===== config.mk =====
export PLATFORM = sky130hd
export DESIGN_NAME = data_sync_pulse
export DESIGN_NICKNAME = d
export VERILOG_FILES = /design/src/rtl/data_sync_pulse.sv
export SDC_FILE = /design/constraint.sdc
export NUM_CORES = 1
export LEC_CHECK = 0
export CAP_MARGIN = 0
export CORE_MARGIN = 2
export CORE_UTILIZATION = 38
export CTS_CLUSTER_SIZE = 40
export DETAILED_ROUTE_END_ITERATION = 10
export GPL_TIMING_DRIVEN = 0
export PLACE_DENSITY = 0.72
export SLEW_MARGIN = 20
export SYNTH_ARGS = -nofsm -noshare
export SYNTH_HDL_FRONTEND = slang
export SYNTH_SLANG_ARGS = --single-unit
export TNS_END_PERCENT = 1

===== constraint.sdc =====
create_clock -name CLK -period 2.5 [get_ports CLK]
set_input_delay 0.5 -clock CLK [delete_from_list [all_inputs] [get_ports CLK]]
set_output_delay 0.5 -clock CLK [all_outputs]
set_load 0.1 [all_outputs]

===== src/rtl/data_sync_pulse.sv =====
// data_sync_pulse
//   Carries a source-domain data bus plus its level qualifier into the CLK
//   domain. The qualifier passes through a NUM_STAGES flop synchronizer. On
//   the first cycle the synchronized enable is seen high, the bus is captured
//   into a held register, and a one-cycle ENABLE_PULSE is raised in step
//   with that register update. BUSY reports a registered copy of the ACTIVE
//   state.
//   Optional feature macro: DATA_SYNC_CNT_EN adds an 8-bit wrapping
//   CAPTURE_CNT output that counts captures.
//   The reset is synchronous and active-high. It is expected to come from the
//   destination domain's reset synchronizer.

module data_sync_pulse #(
  parameter int NUM_STAGES = 2,  // must be >= 2
  parameter int BUS_WIDTH  = 8
) (
  input  logic                 CLK,
  input  logic                 RST,
  input  logic [BUS_WIDTH-1:0] UNSYNC_BUS,
  input  logic                 BUS_ENABLE,
  output logic [BUS_WIDTH-1:0] SYNC_BUS,
  output logic                 ENABLE_PULSE,
  output logic                 BUSY
`ifdef DATA_SYNC_CNT_EN
  ,
  output logic [7:0]           CAPTURE_CNT
`endif
);

  typedef enum logic [0:0] {
    ST_IDLE   = 1'b0,
    ST_ACTIVE = 1'b1
  } state_t;

  logic [NUM_STAGES-1:0] sync_q;
  logic [NUM_STAGES-1:0] sync_d;
  logic                  en_sync_s;
  state_t                state_q;
  state_t                state_d;
  logic [BUS_WIDTH-1:0]  sync_bus_q;
  logic [BUS_WIDTH-1:0]  sync_bus_d;
  logic                  enable_pulse_q;
  logic                  enable_pulse_d;
  logic                  busy_q;
  logic                  busy_d;

  // The synchronized enable is the last stage of the chain.
  assign en_sync_s = sync_q[NUM_STAGES-1];

  // Shift the raw source enable into the synchronizer chain.
  always_comb begin
    sync_d = {sync_q[NUM_STAGES-2:0], BUS_ENABLE};
  end

  // Next-state logic. Capture and pulse happen only on the IDLE->ACTIVE edge.
  always_comb begin
    state_d        = state_q;
    sync_bus_d     = sync_bus_q;
    enable_pulse_d = 1'b0;
    busy_d         = (state_q == ST_ACTIVE);
    case (state_q)
      ST_IDLE: begin
        if (en_sync_s) begin
          state_d        = ST_ACTIVE;
          sync_bus_d     = UNSYNC_BUS;
          enable_pulse_d = 1'b1;
        end else begin
          state_d        = ST_IDLE;
        end
      end
      ST_ACTIVE: begin
        if (!en_sync_s) begin
          state_d = ST_IDLE;
        end else begin
          state_d = ST_ACTIVE;
        end
      end
      default: begin
        state_d = ST_IDLE;
      end
    endcase
  end

  // State and output registers. Reset has priority over every event.
  always_ff @(posedge CLK) begin
    if (RST) begin
      sync_q         <= {NUM_STAGES{1'b0}};
      state_q        <= ST_IDLE;
      sync_bus_q     <= {BUS_WIDTH{1'b0}};
      enable_pulse_q <= 1'b0;
      busy_q         <= 1'b0;
    end else begin
      sync_q         <= sync_d;
      state_q        <= state_d;
      sync_bus_q     <= sync_bus_d;
      enable_pulse_q <= enable_pulse_d;
      busy_q         <= busy_d;
    end
  end

  assign SYNC_BUS     = sync_bus_q;
  assign ENABLE_PULSE = enable_pulse_q;
  assign BUSY         = busy_q;

`ifdef DATA_SYNC_CNT_EN
  logic [7:0] capture_cnt_q;
  logic [7:0] capture_cnt_d;

  // Count captures on the same edge that raises ENABLE_PULSE; wraps at 255.
  always_comb begin
    if ((state_q == ST_IDLE) && en_sync_s) begin
      capture_cnt_d = capture_cnt_q + 8'd1;
    end else begin
      capture_cnt_d = capture_cnt_q;
    end
  end

  // Capture counter register.
  always_ff @(posedge CLK) begin
    if (RST) begin
      capture_cnt_q <= 8'd0;
    end else begin
      capture_cnt_q <= capture_cnt_d;
    end
  end

  assign CAPTURE_CNT = capture_cnt_q;
`endif

endmodule


==> flow_metrics.py <==
metrics = {
    "run_status": {
        "status": "finished clean",
    },
    "drt": {
        "drtPass1Iterations": 2,
        "vias": 400,
        "drt_wl_total_um": 1018,
        "wl_per_cell_um": 12.27,
        "final_antenna_net_count": 0,
        "via_per_inst": 4.819,
        "drtIter0Drc": 6,
        "drc": 0,
    },
    "final_layout": {
        "drive_above_1_share_pct": 5.797,
        "diodes": 0,
        "fin_util_pct": 63.85,
        "area_growth_pct": 49.37,
        "fin_nets": 81,
    },
    "floorplanning": {
        "fp.dieW_um": 40.07,
        "num_io_pins": 21,
        "die_h_um": 40.07,
        "initial_core_util_pct": 42.75,
        "fp.dieArea_mm2": 0.001605,
        "coreArea_mm2": 0.001156,
        "fp-row-count": 12,
    },
    "critical_path": {
        "cp-start-kind": "flop",
        "arrival_ns": 1.75,
        "max_stage_delay_ns": 1.13,
        "cp_slowest_cell": "clkdlybuf4s50_1",
        "reg2reg_to": "SYNC_BUS[1]$_SDFFE_PP0P_",
        "required_ns": 2.00,
        "critPathCaptureType": "primary output",
        "crit_path_start": "SYNC_BUS[7]$_SDFFE_PP0P_",
        "cp.depth": 1,
        "critPathKind": "reg2out",
        "crit_end": "SYNC_BUS[7]",
        "crit_path_max_fanout": 2,
        "crit_buf_inv": 1,
        "path_cells": "clkdlybuf4s50_1",
        "cpLargestDelayFamily": "buffers and inverters",
        "rr_startpoint": "sync_q[1]$_SDFF_PP0_",
        "reg2reg_slack_ns": 1.42,
        "reg2regPathDepth": 2,
    },
    "grt": {
        "antenna_found_initial": 0,
        "grt_util_all_layers_pct": 16.44,
        "grt_overflow": 0,
        "grt_pass1_wl_um": 1580,
        "grt_max_degree": 11,
        "grt_pass1_vias": 368,
    },
    "sta": {
        "setup_viol": 0,
        "hold_viol_final": 0,
        "setup_slack_ns": 0.2548,
        "fin_crit_sh_pct": 89.81,
        "max_freq_ghz": 0.4454,
        "min_period_ns": 2.245,
        "relSlewSlack_pct": 35.31,
        "rsz0062_at_grt": "false",
        "finalSetupTns_ns": 0,
        "finClkSkew_ns": 0.0004854,
        "worstMarginPinSlew_ns": 0.9673,
        "slew_violations": 0,
    },
    "synthesis": {
        "synth_cells": 45,
        "synth_top_cells_by_count": "13 x dfxtp_1, 8 x nand2b_1, 8 x nand4bb_1, 8 x o21ai_0, 4 x nor2b_1",
        "synth_nets": 56,
        "ys_types": 8,
        "ys_seq_elements": 13,
        "yosys_warnings": 0,
        "post-synth-top-count-cell": "dfxtp_1",
        "post_synth.cell_area_avg_um2": 10.98,
        "synth_flop_cell": "dfxtp_1",
        "async_reset_ff_share_pct": 0,
        "ys_seq_area_share_pct": 52.66,
        "synth_edf_count": 0,
        "synth.top_cell.area_share_pct": 52.66,
        "synthTopCellsByArea": "dfxtp_1 53%, nand4bb_1 18%, nand2b_1 10%",
        "synth_largest_area_cell": "dfxtp_1",
        "netlist_area_um2": 494.2,
    },
    "clock_network": {
        "post_cts_buffers": 0,
        "numClockSinks": 13,
        "cts_tree": "yes",
        "path_clk_slew_ns": 0.07,
        "cts-root-buf": "clkbuf_4",
        "cts_buffers": 3,
        "cts_hold_buffers": 0,
        "clock_path_buffers": 2,
        "cts.repair.resized": 0,
        "insertion_delay_ns": 0.27,
        "htree_levels": 1,
    },
    "place": {
        "place_congestion": 0.6293,
        "dp_hpwl_um": 667.2,
        "dpl_worst_slack_ns": 0.5455,
        "portBuffers": 20,
    },
    "job": {
        "drv_cap": 0,
    },
    "pwr": {
        "ir_worst_vdd_mv": 0.4214,
        "power.density_mw_per_mm2": 575.2,
        "cellLeakagePower_nw": 0.2514,
    },
    "worst_hold_path": {
        "whs_path_depth": 1,
        "hp-class": "reg2reg",
    },
}
worst min path at each step:
stage	from	endpoint	slack, ns
2_1_floorplan	sync_q[0]$_SDFF_PP0_	sync_q[1]$_SDFF_PP0_	0.41
3_3_place_gp	sync_q[0]$_SDFF_PP0_	sync_q[1]$_SDFF_PP0_	0.42
3_5_place_dp	sync_q[0]$_SDFF_PP0_	sync_q[1]$_SDFF_PP0_	0.45
4_1_cts	sync_q[0]$_SDFF_PP0_	sync_q[1]$_SDFF_PP0_	0.46
5_1_grt	sync_q[0]$_SDFF_PP0_	sync_q[1]$_SDFF_PP0_	0.47
6_report	sync_q[0]$_SDFF_PP0_	sync_q[1]$_SDFF_PP0_	0.45
power by group:
part           leakage, nW  internal, W  switching (W)
sequential           0.106     0.000214     0.00000527
combinational        0.130    0.0000313      0.0000477
clock               0.0150    0.0000619      0.0000646
total                0.251     0.000307       0.000118
area by class of cell:
type                    instances  area, um2
fillers                       105      417.9
flip-flops and latches         13      260.3
well taps                      14      17.52
plain buffers                   2      7.507
multi-input cells              30      226.5
clock buffers                   4      26.28
repair buffers                 20      200.2
state kept, by name (all words and copies together), names as in the netlist:
name          count
SYNC_BUS          8
sync_q            2
BUSY              1
ENABLE_PULSE      1
busy_d            1
per-layer routing:
layer / GRT usage [%] / wire (um) / vias up
met5: 0 / 0 / -
met4: 10.34 / 13 / 0
met3: 11.67 / 83 / 2
met2: 24.19 / 463 / 15
met1: 16.55 / 458 / 177
li1: - / - / 206
cells in the final DEF, fill, tap and decap left out, drive strengths merged:
cell type and instances:
clkdlybuf4s50 20, dfxtp 13, clkbuf 6, nor2b 5, and2b 1, nand4bb 8
o21ai 8, nand2b 8
cell families (layout without fill, tap and decap cells):
family	after synthesis	in the layout	synth area share (%)
compound gates	8	8	8.102
flops	13	13	52.66
simple gates	22	22	37.72
buf+inv	2	26	1.520
through the flow:
step	instance area, um2	power, W	hold WS (ns)	std cells
floorplan	494.2	0.0002739	0.4138	45
detailed placement	711.9	0.0003035	0.4456	79
CTS	738.2	0.0004331	0.4593	83
global placement	711.9	0.0003030	0.4168	79
global route	738.2	0.0004510	0.4691	83
finish	738.2	0.0004246	0.4516	83
Note: power is estimated with default switching activity, not from simulation.
